$ cat config.mk
export PLATFORM = sky130hd
export DESIGN_NAME = arith_dispatch
export DESIGN_NICKNAME = d
export VERILOG_FILES = /design/src/rtl/arith_dispatch.sv
export SDC_FILE = /design/constraint.sdc
export NUM_CORES = 1
export LEC_CHECK = 0
export BUFFER_PORTS_ARGS = -buffer_cell sky130_fd_sc_hd__buf_2
export CORE_MARGIN = 1
export CORE_UTILIZATION = 45
export CTS_BUF_LIST = sky130_fd_sc_hd__clkbuf_4
export DETAILED_ROUTE_END_ITERATION = 10
export GPL_ROUTABILITY_DRIVEN = 0
export HOLD_SLACK_MARGIN = 0.02
export MAX_ROUTING_LAYER = met4
export PLACE_DENSITY = 0.83
export SETUP_SLACK_MARGIN = 0.05
export SLEW_MARGIN = 10
export SYNTH_ARGS = -nofsm -noshare
export SYNTH_HDL_FRONTEND = slang
export SYNTH_SLANG_ARGS = --single-unit
$ cat constraint.sdc
create_clock -name i_clk -period 2.24 [get_ports i_clk]
set_input_delay 0.448 -clock i_clk [delete_from_list [all_inputs] [get_ports i_clk]]
set_output_delay 0.448 -clock i_clk [all_outputs]
set_load 0.03 [all_outputs]
$ cat src/rtl/arith_dispatch.sv
// Issue-side dispatcher between decode and the arithmetic unit: one request in flight, operands held
// for the unit, result returned on a valid/ready writeback port. Optional WAIT timeout: ARITH_DISPATCH_TIMEOUT_EN.
//
// state   | meaning
// IDLE    | ready for a request from decode
// START   | one-cycle start pulse to the unit
// WAIT    | operands held, waiting for the unit's valid
// CAPTURE | result registered; rd==0 drops the write
// WB      | writeback presented until the register file accepts
module arith_dispatch #(
  parameter int XLEN           = 32,
  parameter int TIMEOUT_CYCLES = 16
) (
  input  logic            i_clk,
  input  logic            i_rst_n,
  input  logic            i_req_valid,
  output logic            o_req_ready,
  input  logic [2:0]      i_req_op,
  input  logic [1:0]      i_req_func,
  input  logic [XLEN-1:0] i_req_rs1,
  input  logic [XLEN-1:0] i_req_rs2,
  input  logic [4:0]      i_req_rd,
  output logic            o_au_start,
  output logic [2:0]      o_au_op,
  output logic [1:0]      o_au_func,
  output logic [XLEN-1:0] o_au_rs1,
  output logic [XLEN-1:0] o_au_rs2,
  input  logic            i_au_valid,
  input  logic [XLEN-1:0] i_au_result,
  output logic            o_wb_valid,
  input  logic            i_wb_ready,
  output logic [4:0]      o_wb_rd,
  output logic [XLEN-1:0] o_wb_data,
  output logic            o_busy,
  output logic            o_err
);

  typedef enum logic [2:0] {
    S_IDLE    = 3'd0,
    S_START   = 3'd1,
    S_WAIT    = 3'd2,
    S_CAPTURE = 3'd3,
    S_WB      = 3'd4
  } state_t;

  state_t          state, state_nxt;
  logic [2:0]      op_q;
  logic [1:0]      func_q;
  logic [XLEN-1:0] rs1_q, rs2_q, result_q;
  logic [4:0]      rd_q;
  logic            timeout;

  if (TIMEOUT_CYCLES < 2 || TIMEOUT_CYCLES > 255) begin : g_bad_timeout
    $error("arith_dispatch: TIMEOUT_CYCLES must be within 2..255");
  end

`ifdef ARITH_DISPATCH_TIMEOUT_EN
  logic [7:0] wait_cnt;
  logic       err_q;

  // Fires on the last allowed WAIT cycle so WAIT lasts exactly TIMEOUT_CYCLES cycles.
  assign timeout = (state == S_WAIT) && !i_au_valid && (wait_cnt == 8'(TIMEOUT_CYCLES - 1));
  assign o_err   = err_q;

  always_ff @(posedge i_clk or negedge i_rst_n) begin
    if (!i_rst_n) begin
      wait_cnt <= '0;
      err_q    <= 1'b0;
    end else begin
      if (state == S_START)
        wait_cnt <= '0;
      else if (state == S_WAIT && !i_au_valid)
        wait_cnt <= wait_cnt + 8'd1;
      if (timeout)
        err_q <= 1'b1;
    end
  end
`else
  assign timeout = 1'b0;
  assign o_err   = 1'b0;
`endif

  always_ff @(posedge i_clk or negedge i_rst_n) begin
    if (!i_rst_n) begin
      state    <= S_IDLE;
      op_q     <= '0;
      func_q   <= '0;
      rs1_q    <= '0;
      rs2_q    <= '0;
      rd_q     <= '0;
      result_q <= '0;
    end else begin
      state <= state_nxt;
      if (state == S_IDLE && i_req_valid) begin
        op_q   <= i_req_op;
        func_q <= i_req_func;
        rs1_q  <= i_req_rs1;
        rs2_q  <= i_req_rs2;
        rd_q   <= i_req_rd;
      end
      if (state == S_CAPTURE)
        result_q <= i_au_result;
    end
  end

  always_comb begin
    state_nxt   = state;
    o_req_ready = 1'b0;
    o_au_start  = 1'b0;
    o_wb_valid  = 1'b0;
    case (state)
      S_IDLE: begin
        o_req_ready = 1'b1;
        if (i_req_valid) state_nxt = S_START;
      end
      S_START: begin
        o_au_start = 1'b1;
        state_nxt  = S_WAIT;
      end
      S_WAIT: begin
        if (i_au_valid)   state_nxt = S_CAPTURE;
        else if (timeout) state_nxt = S_IDLE;
      end
      S_CAPTURE: state_nxt = (rd_q == 5'd0) ? S_IDLE : S_WB;
      S_WB: begin
        o_wb_valid = 1'b1;
        if (i_wb_ready) state_nxt = S_IDLE;
      end
      default: state_nxt = S_IDLE;
    endcase
  end

  assign o_au_op   = op_q;
  assign o_au_func = func_q;
  assign o_au_rs1  = rs1_q;
  assign o_au_rs2  = rs2_q;
  assign o_wb_rd   = rd_q;
  assign o_wb_data = result_q;
  assign o_busy    = (state != S_IDLE);

endmodule

==> impl_results.md, run 1 <==
- Status: finished clean
- Final-stage net count: 580
- Critical Path End: o_req_ready
- Total gr overflow: 0
- Pwr/cell area: 1750 nW/µm²
- Crit Path Class: flop to output port
- Drt drc: 0
- Yosys warns: 0
- Area Growth Syn to Fin: 29.1%
- Hold Fails Final Rpt: 0
- Area of the die: 10200 µm²
- Synthesized flop and latch total: 109
- Setup slack, reg-to-reg: 230 ps
- Final number of setup-violating endpoints: 0
- Mapped cell area: 4430 µm²
- Crit start category: flop
- Asr flop ratio synth: 1.00
- DR WL/cell: 15.6 µm
- Initial Utilization: 0.473
- WL final: 9.38 mm
- Worst setup margin: 214 ps
- Cell count along the critical path: 3
- Synth area leaders: dfrtp_1 (62%), mux2_4 (20%), mux2_2 (12%), buf_12 (3.2%), buf_2 (0.34%)
- Post-synth EDFFs: 0
- Dpl hpwl: 7.04 mm
- Clock buffer depth: 2
- Port Buffers: 220
- Area taken by multi-input logic gates: 1510 µm²
- Die Wd: 101 µm
- Pre-Repair DR Iteration Count: 4
- Final period utilization: 0.904
- Reg2reg end: o_au_rs2[15]
- Slew Limit Fails: 0
- Reg2Reg Depth: 5
- Top_reg_cell synth: dfrtp_1
- Buffers and inverters on the worst path: 2
- CP arrival: 1580 ps
- # rows: 35
- Boundary Pins: 222
- RSZ-0062 raised after global routing: false
- Worst endpoint required time: 1790 ps
- Gate Count Post-Synth: 243
- DR vias: 2838
- Clock Latency Late Sink: 440 ps
- Drt first-iter violations: 53
- Vias per cell: 4.71
- Kind of cell adding the most delay to the critical path: flip-flops
- Seq. cell area: 2730 µm²
- Clock-pin slew on the worst setup and hold paths: 180 ps
- Mapped Nets: 354
- Setup crit end kind: output port
- Antenna cells: 0
- Share of cells above drive strength 1: 0.738
- Fill count: 776
- Post-synthesis sequential area ratio: 0.616
- Place WS: 277 ps
- Critical path's slowest cell: dfrtp_1
- First-pass GRT wire length: 14.2 mm
- Library cells used by synthesis: 20
- Cts repair resizes: 0
- Max-capacitance violation count: 0
- Crit path from: state[1]
- CTS buffer count: 9
- Worst VDD drop: 0.842 mV
- CP Max Fanout: 6
- Global Route Usage Sum: 0.187
- Final ANT Viol Nets: 0
- CTS tree: done
- H-tree depth: 3
- Max Fclk: 0.494 GHz
- Max Clock Skew: 23.5 ps
- Setup TNS: 0 ps
- Most common cell in the netlist: dfrtp_1
- Vias in the first global route: 2844
- Sink Count: 109
- Initial antenna violation count: 0
- Worst r2r src: state[1]
- Syn_area_per_cell: 18.2 µm²
- Die height: 101 µm
- Period minus WS final: 2030 ps
- Maximum single-stage delay on the critical path: 490 ps
- Leakage: 2.94 nW
- Root buf cell: clkbuf_4
- Core area: 9370 µm²
- Largest net degree at the start of global routing: 62
- Hold/Removal Path Class: input port to flop
- Cell type with the largest total area after synthesis: dfrtp_1
- Post-synth top area share: 0.616
- CP cell instances: or3_4 > inv_2 > buf_2
- Most frequent cells after synthesis: dfrtp_1 (109), mux2_4 (60), mux2_2 (46), buf_12 (7), buf_2 (3)
power breakdown:
| part | internal (mW) | leakage, nW | switching [mW] |
|---|---|---|---|
| registers | 2.98 | 1.28 | 0.565 |
| clock network | 0.237 | 0.0673 | 0.639 |
| logic | 2.32 | 1.59 | 3.26 |
| total | 5.53 | 2.94 | 4.47 |
per-stage QoR:
step                       util  total power [mW]  hold slack (ps)  instance area [µm²]  cells
final                     0.610              10.0              221                 5720    603
after global routing      0.610              10.5              177                 5720    603
after CTS                 0.610              10.1              189                 5720    603
after detailed placement  0.597              9.20              394                 5590    586
after global placement    0.597              9.04              387                 5590    586
after floorplan               -              7.82              152                 4430    243
registers in the layout, summed over array words and instances, names as in the netlist:
name and count:
o_wb_rd 5, o_wb_data 32, o_au_op 3, o_au_rs2 32, state 3, o_au_func 2, o_au_rs1 32
metal layers:
metal | track usage | wire length (µm)
met5 | - | 0
met4 | 0.0635 | 136
met1 | 0.219 | 3790
met2 | 0.316 | 4720
met3 | 0.0435 | 731
worst min-delay path by stage:
stage | start | to | slack, ps | cells past startpoint
floorplan | i_rst_n | o_au_func[0] | 150 | 0
global placement | i_rst_n | o_au_rs2[29] | 390 | 1
detailed placement | i_rst_n | o_au_rs2[29] | 390 | 1
CTS | i_req_rs1[21] | o_au_rs1[21] | 190 | 2
global route | i_req_rs2[12] | o_au_rs2[12] | 180 | 2
finish | i_req_rs1[21] | o_au_rs1[21] | 220 | 2
cell type report:
class,count,area share
Clock buffer,9,0.0118
Tap cell,129,0.0282
Clock inverter,7,0.00875
Sequential cell,109,0.477
Timing Repair Buffer,228,0.208
Multi-Input combinational cell,119,0.265
Inverter,2,0.00131
placed cells by master (no fill, tap or decap):
cell type,n
buf_2,219
dfrtp_1,109
mux2_4,60
mux2_2,46
clkbuf_4,9
buf_4,6
nor3b_1,2
nor2_1,2
clkinv_1,2
clkinv_4,2
buf_12,2
or3_4,1
inv_2,1
and2_4,1
nand3b_1,1
mux2i_1,1
nor3_1,1
xnor2_1,1
inv_1,1
or4_1,1
o2bb2ai_1,1
conb_1,1
inv_8,1
inv_6,1
clkinv_2,1
dlygate4sd3_1,1
logic make-up (layout without fill, tap and decap cells):
| family | Yosys count | count (layout) | synth area share |
|---|---|---|---|
| mux | 107 | 107 | 0.323 |
| simple gates | 9 | 9 | 0.0141 |
| other cells | 1 | 1 | 0.000847 |
| flops | 109 | 109 | 0.616 |
| compound gates | 1 | 1 | 0.00198 |
| buf+inv | 15 | 246 | 0.0427 |
| xor+xnor | 1 | 1 | 0.00198 |
what timing repair did:
item / 4_1_cts / 5_1_grt
setup buffers: 0 / 0
setup endpoints to repair: 0 / 0
hold buffers: 1 / 0
endpoints found under the hold margin: 27 / 0
(Power assumes the default switching activity.)
==> inputs of run 2 (changes only) <==
--- a/config.mk
+++ b/config.mk
@@ -5,15 +5,15 @@
 export SDC_FILE = /design/constraint.sdc
 export NUM_CORES = 1
 export LEC_CHECK = 0
-export BUFFER_PORTS_ARGS = -buffer_cell sky130_fd_sc_hd__buf_2
 export CORE_MARGIN = 1
 export CORE_UTILIZATION = 45
 export CTS_BUF_LIST = sky130_fd_sc_hd__clkbuf_4
 export DETAILED_ROUTE_END_ITERATION = 10
+export DONT_BUFFER_PORTS = 1
 export GPL_ROUTABILITY_DRIVEN = 0
 export HOLD_SLACK_MARGIN = 0.02
 export MAX_ROUTING_LAYER = met4
-export PLACE_DENSITY = 0.83
+export PLACE_DENSITY = 0.64
 export SETUP_SLACK_MARGIN = 0.05
 export SLEW_MARGIN = 10
 export SYNTH_ARGS = -nofsm -noshare
==> run 2 against run 1 <==
Net effect: the flow now finishes with violations (hold timing); final area is 18% lower; cell count is 37% lower; clock-buffer cell count is 1 higher; clock skew is 11 ps lower; clock power is 20% higher; global-route usage is 3.4 points lower; wire length is 16% lower; critical path depth stayed put; first-iteration DRC count is 15% lower; non-clock buffer count is 220 lower; combinational power is 57% lower; critical path type unchanged; highest routed layer unchanged.
==> impl_results.md, run 2 (synthesis gave the netlist of run 1 again) <==
- Non-filler cells, final: 382 (-37%)
- Crit path from: state[1]
- Hold_ws: -322 ps (-542 ps)
- Max Fclk: 0.483 GHz (-2.1%)
- Slew Limit Fails: 0 (unchanged)
- Setup crit end kind: output port
- Clock-pin slew on the worst setup and hold paths: 160 ps (-20 ps)
- Antenna cells: 0 (unchanged)
- CP Max Fanout: 6 (unchanged)
- Vias per cell: 5.30 (+13%)
- Leading cell type in the layout, fill and taps excluded: dfrtp_1
- Cell count along the critical path: 3 (unchanged)
- Reg2Reg Depth: 5 (unchanged)
- CP arrival: 1620 ps (+40 ps)
- Drt drc: 0 (unchanged)
- RSZ-0062 raised after global routing: false
- Area of the die: 10200 µm² (unchanged)
- Core area: 9370 µm² (unchanged)
- Critical Path End: o_req_ready
- Crit Path Class: flop to output port
- Final core occ: 0.498 (-0.112)
- Most frequent cells in the layout: dfrtp_1 (109), mux2_4 (60), mux2_2 (46), clkbuf_4 (10)
- Buffers and inverters on the worst path: 2 (unchanged)
- Hold/Removal Path Class: input port to async pin
- Leakage: 2.08 nW (-29%)
- Critical path's slowest cell: dfrtp_1
- Reg2reg end: o_au_rs1[2]
- Worst endpoint required time: 1790 ps (about the same)
- Final period utilization: 0.924 (+0.0192)
- H-tree depth: 3 (unchanged)
- Clock buffer depth: 2 (unchanged)
- Die Wd: 101 µm (unchanged)
- Die height: 101 µm (unchanged)
- Share of cells above drive strength 1: 0.518 (-0.221)
- CTS buffer count: 9 (unchanged)
- Setup TNS: 0 ps (unchanged)
- Max Clock Skew: 12.5 ps (-10.9 ps)
- Total gr overflow: 0 (unchanged)
- Dpl hpwl: 5.48 mm (-22%)
- Max-capacitance violation count: 0 (unchanged)
- Pwr/cell area: 1970 nW/µm² (+13%)
- DR vias: 2024 (-29%)
- Crit start category: flop
- Worst VDD drop: 0.880 mV (+4.6%)
- Setup slack, reg-to-reg: 220 ps (about the same)
- First-pass GRT wire length: 11.2 mm (-21%)
- Clock Latency Late Sink: 440 ps (about the same)
- Status: complete, but fails checks
- Area Growth Syn to Fin: 5.45%
- Failing checks: hold timing
- Largest net degree at the start of global routing: 110 (+77%)
- Port Buffers: 0 (-100%)
- Root buf cell: clkbuf_4
- Period minus WS final: 2070 ps (+43.1 ps)
- Boundary Pins: 222 (unchanged)
- CTS tree: done
- CP cell instances: or3_4 > inv_2 > buf_4
- # rows: 35 (unchanged)
- Initial antenna violation count: 0 (unchanged)
- DR WL/cell: 20.6 µm (+33%)
- Final number of setup-violating endpoints: 0 (unchanged)
- WL final: 7.88 mm (-16%)
- Worst r2r src: state[1]
- Hold Fails Final Rpt: 109 (+109)
- Vias in the first global route: 2116 (-26%)
- Maximum single-stage delay on the critical path: 480 ps (about the same)
- Kind of cell adding the most delay to the critical path: flip-flops
- Sink Count: 109 (unchanged)
- Final-stage net count: 360 (-38%)
- Global Route Usage Sum: 0.153 (-0.0340)
- Pre-Repair DR Iteration Count: 4 (unchanged)
- Drt first-iter violations: 45 (-15%)
- Cts repair resizes: 0 (unchanged)
- Final ANT Viol Nets: 0 (unchanged)
- Placed cells: 367 (-37%)
- Initial Utilization: 0.473 (unchanged)
## run 2: cell types whose count changed in the layout (fill, tap and decap cells not counted), sizes merged
cell | previous run | this run
buf | 227 | 8
bufinv | 0 | 2
clkbuf | 9 | 10
clkinv | 5 | 2
clkinvlp | 0 | 1
dlygate4sd3 | 1 | 0
inv | 4 | 2
## run 2: worst min-delay path by stage
stage / startpoint / end / slack, ps
5_1_grt: i_rst_n / o_wb_data[21] / -410
2_1_floorplan: i_rst_n / o_au_func[0] / 150
4_1_cts: i_rst_n / o_wb_data[21] / -380
3_3_place_gp: i_rst_n / o_au_rs1[10] / 150
6_report: i_rst_n / o_wb_data[21] / -320
3_5_place_dp: i_rst_n / o_au_rs1[10] / 150
## run 2: stage by stage
stage               hold slack, ps  total power, mW  cell area (µm²)  setup slack (ps)
global route                  -406             9.60             4670              75.8
detailed placement             155             8.21             4520               239
finish                        -322             9.20             4670               171
global placement               154             8.12             4520               285
floorplan                      152             7.82             4430               297
CTS                           -381             9.29             4670               120
## run 2: worst register-to-register path, cell delays in order (launching register included)
cell	delay, ps
dfrtp_1	480
or3_4	470
inv_2	80
and2_4	290
buf_12	260
mux2_4	340
## run 2: cell type report
| type | instances | area (µm²) |
|---|---|---|
| flip-flops and latches | 109 | 2730 |
| repair buffers | 8 | 110 |
| inverters | 2 | 7.51 |
| well taps | 129 | 161 |
| multi-input cells | 119 | 1510 |
| clock buffers | 10 | 75.1 |
| clock inverters | 5 | 76.3 |
| fillers | 811 | 4700 |
## run 2: layer usage
| layer | vias up | wire (µm) | track usage |
|---|---|---|---|
| li1 | 852 | - | - |
| met1 | 1023 | 3070 | 0.169 |
| met2 | 138 | 3780 | 0.236 |
| met3 | 11 | 890 | 0.0683 |
| met4 | 0 | 144 | 0.0725 |
| met5 | - | 0 | - |
## run 2: repair_timing
item / CTS / global route
setup buffers: 0 / 0
hold endpoints to repair: 109 / 109
endpoints found under the setup margin: 0 / 0
## run 2: report_power, final
group          total [mW]  switching (mW)  internal (mW)
Sequential           5.73            2.78           2.96
Clock                1.05           0.596          0.455
Combinational        2.41           0.778           1.63
Total                9.20            4.15           5.04
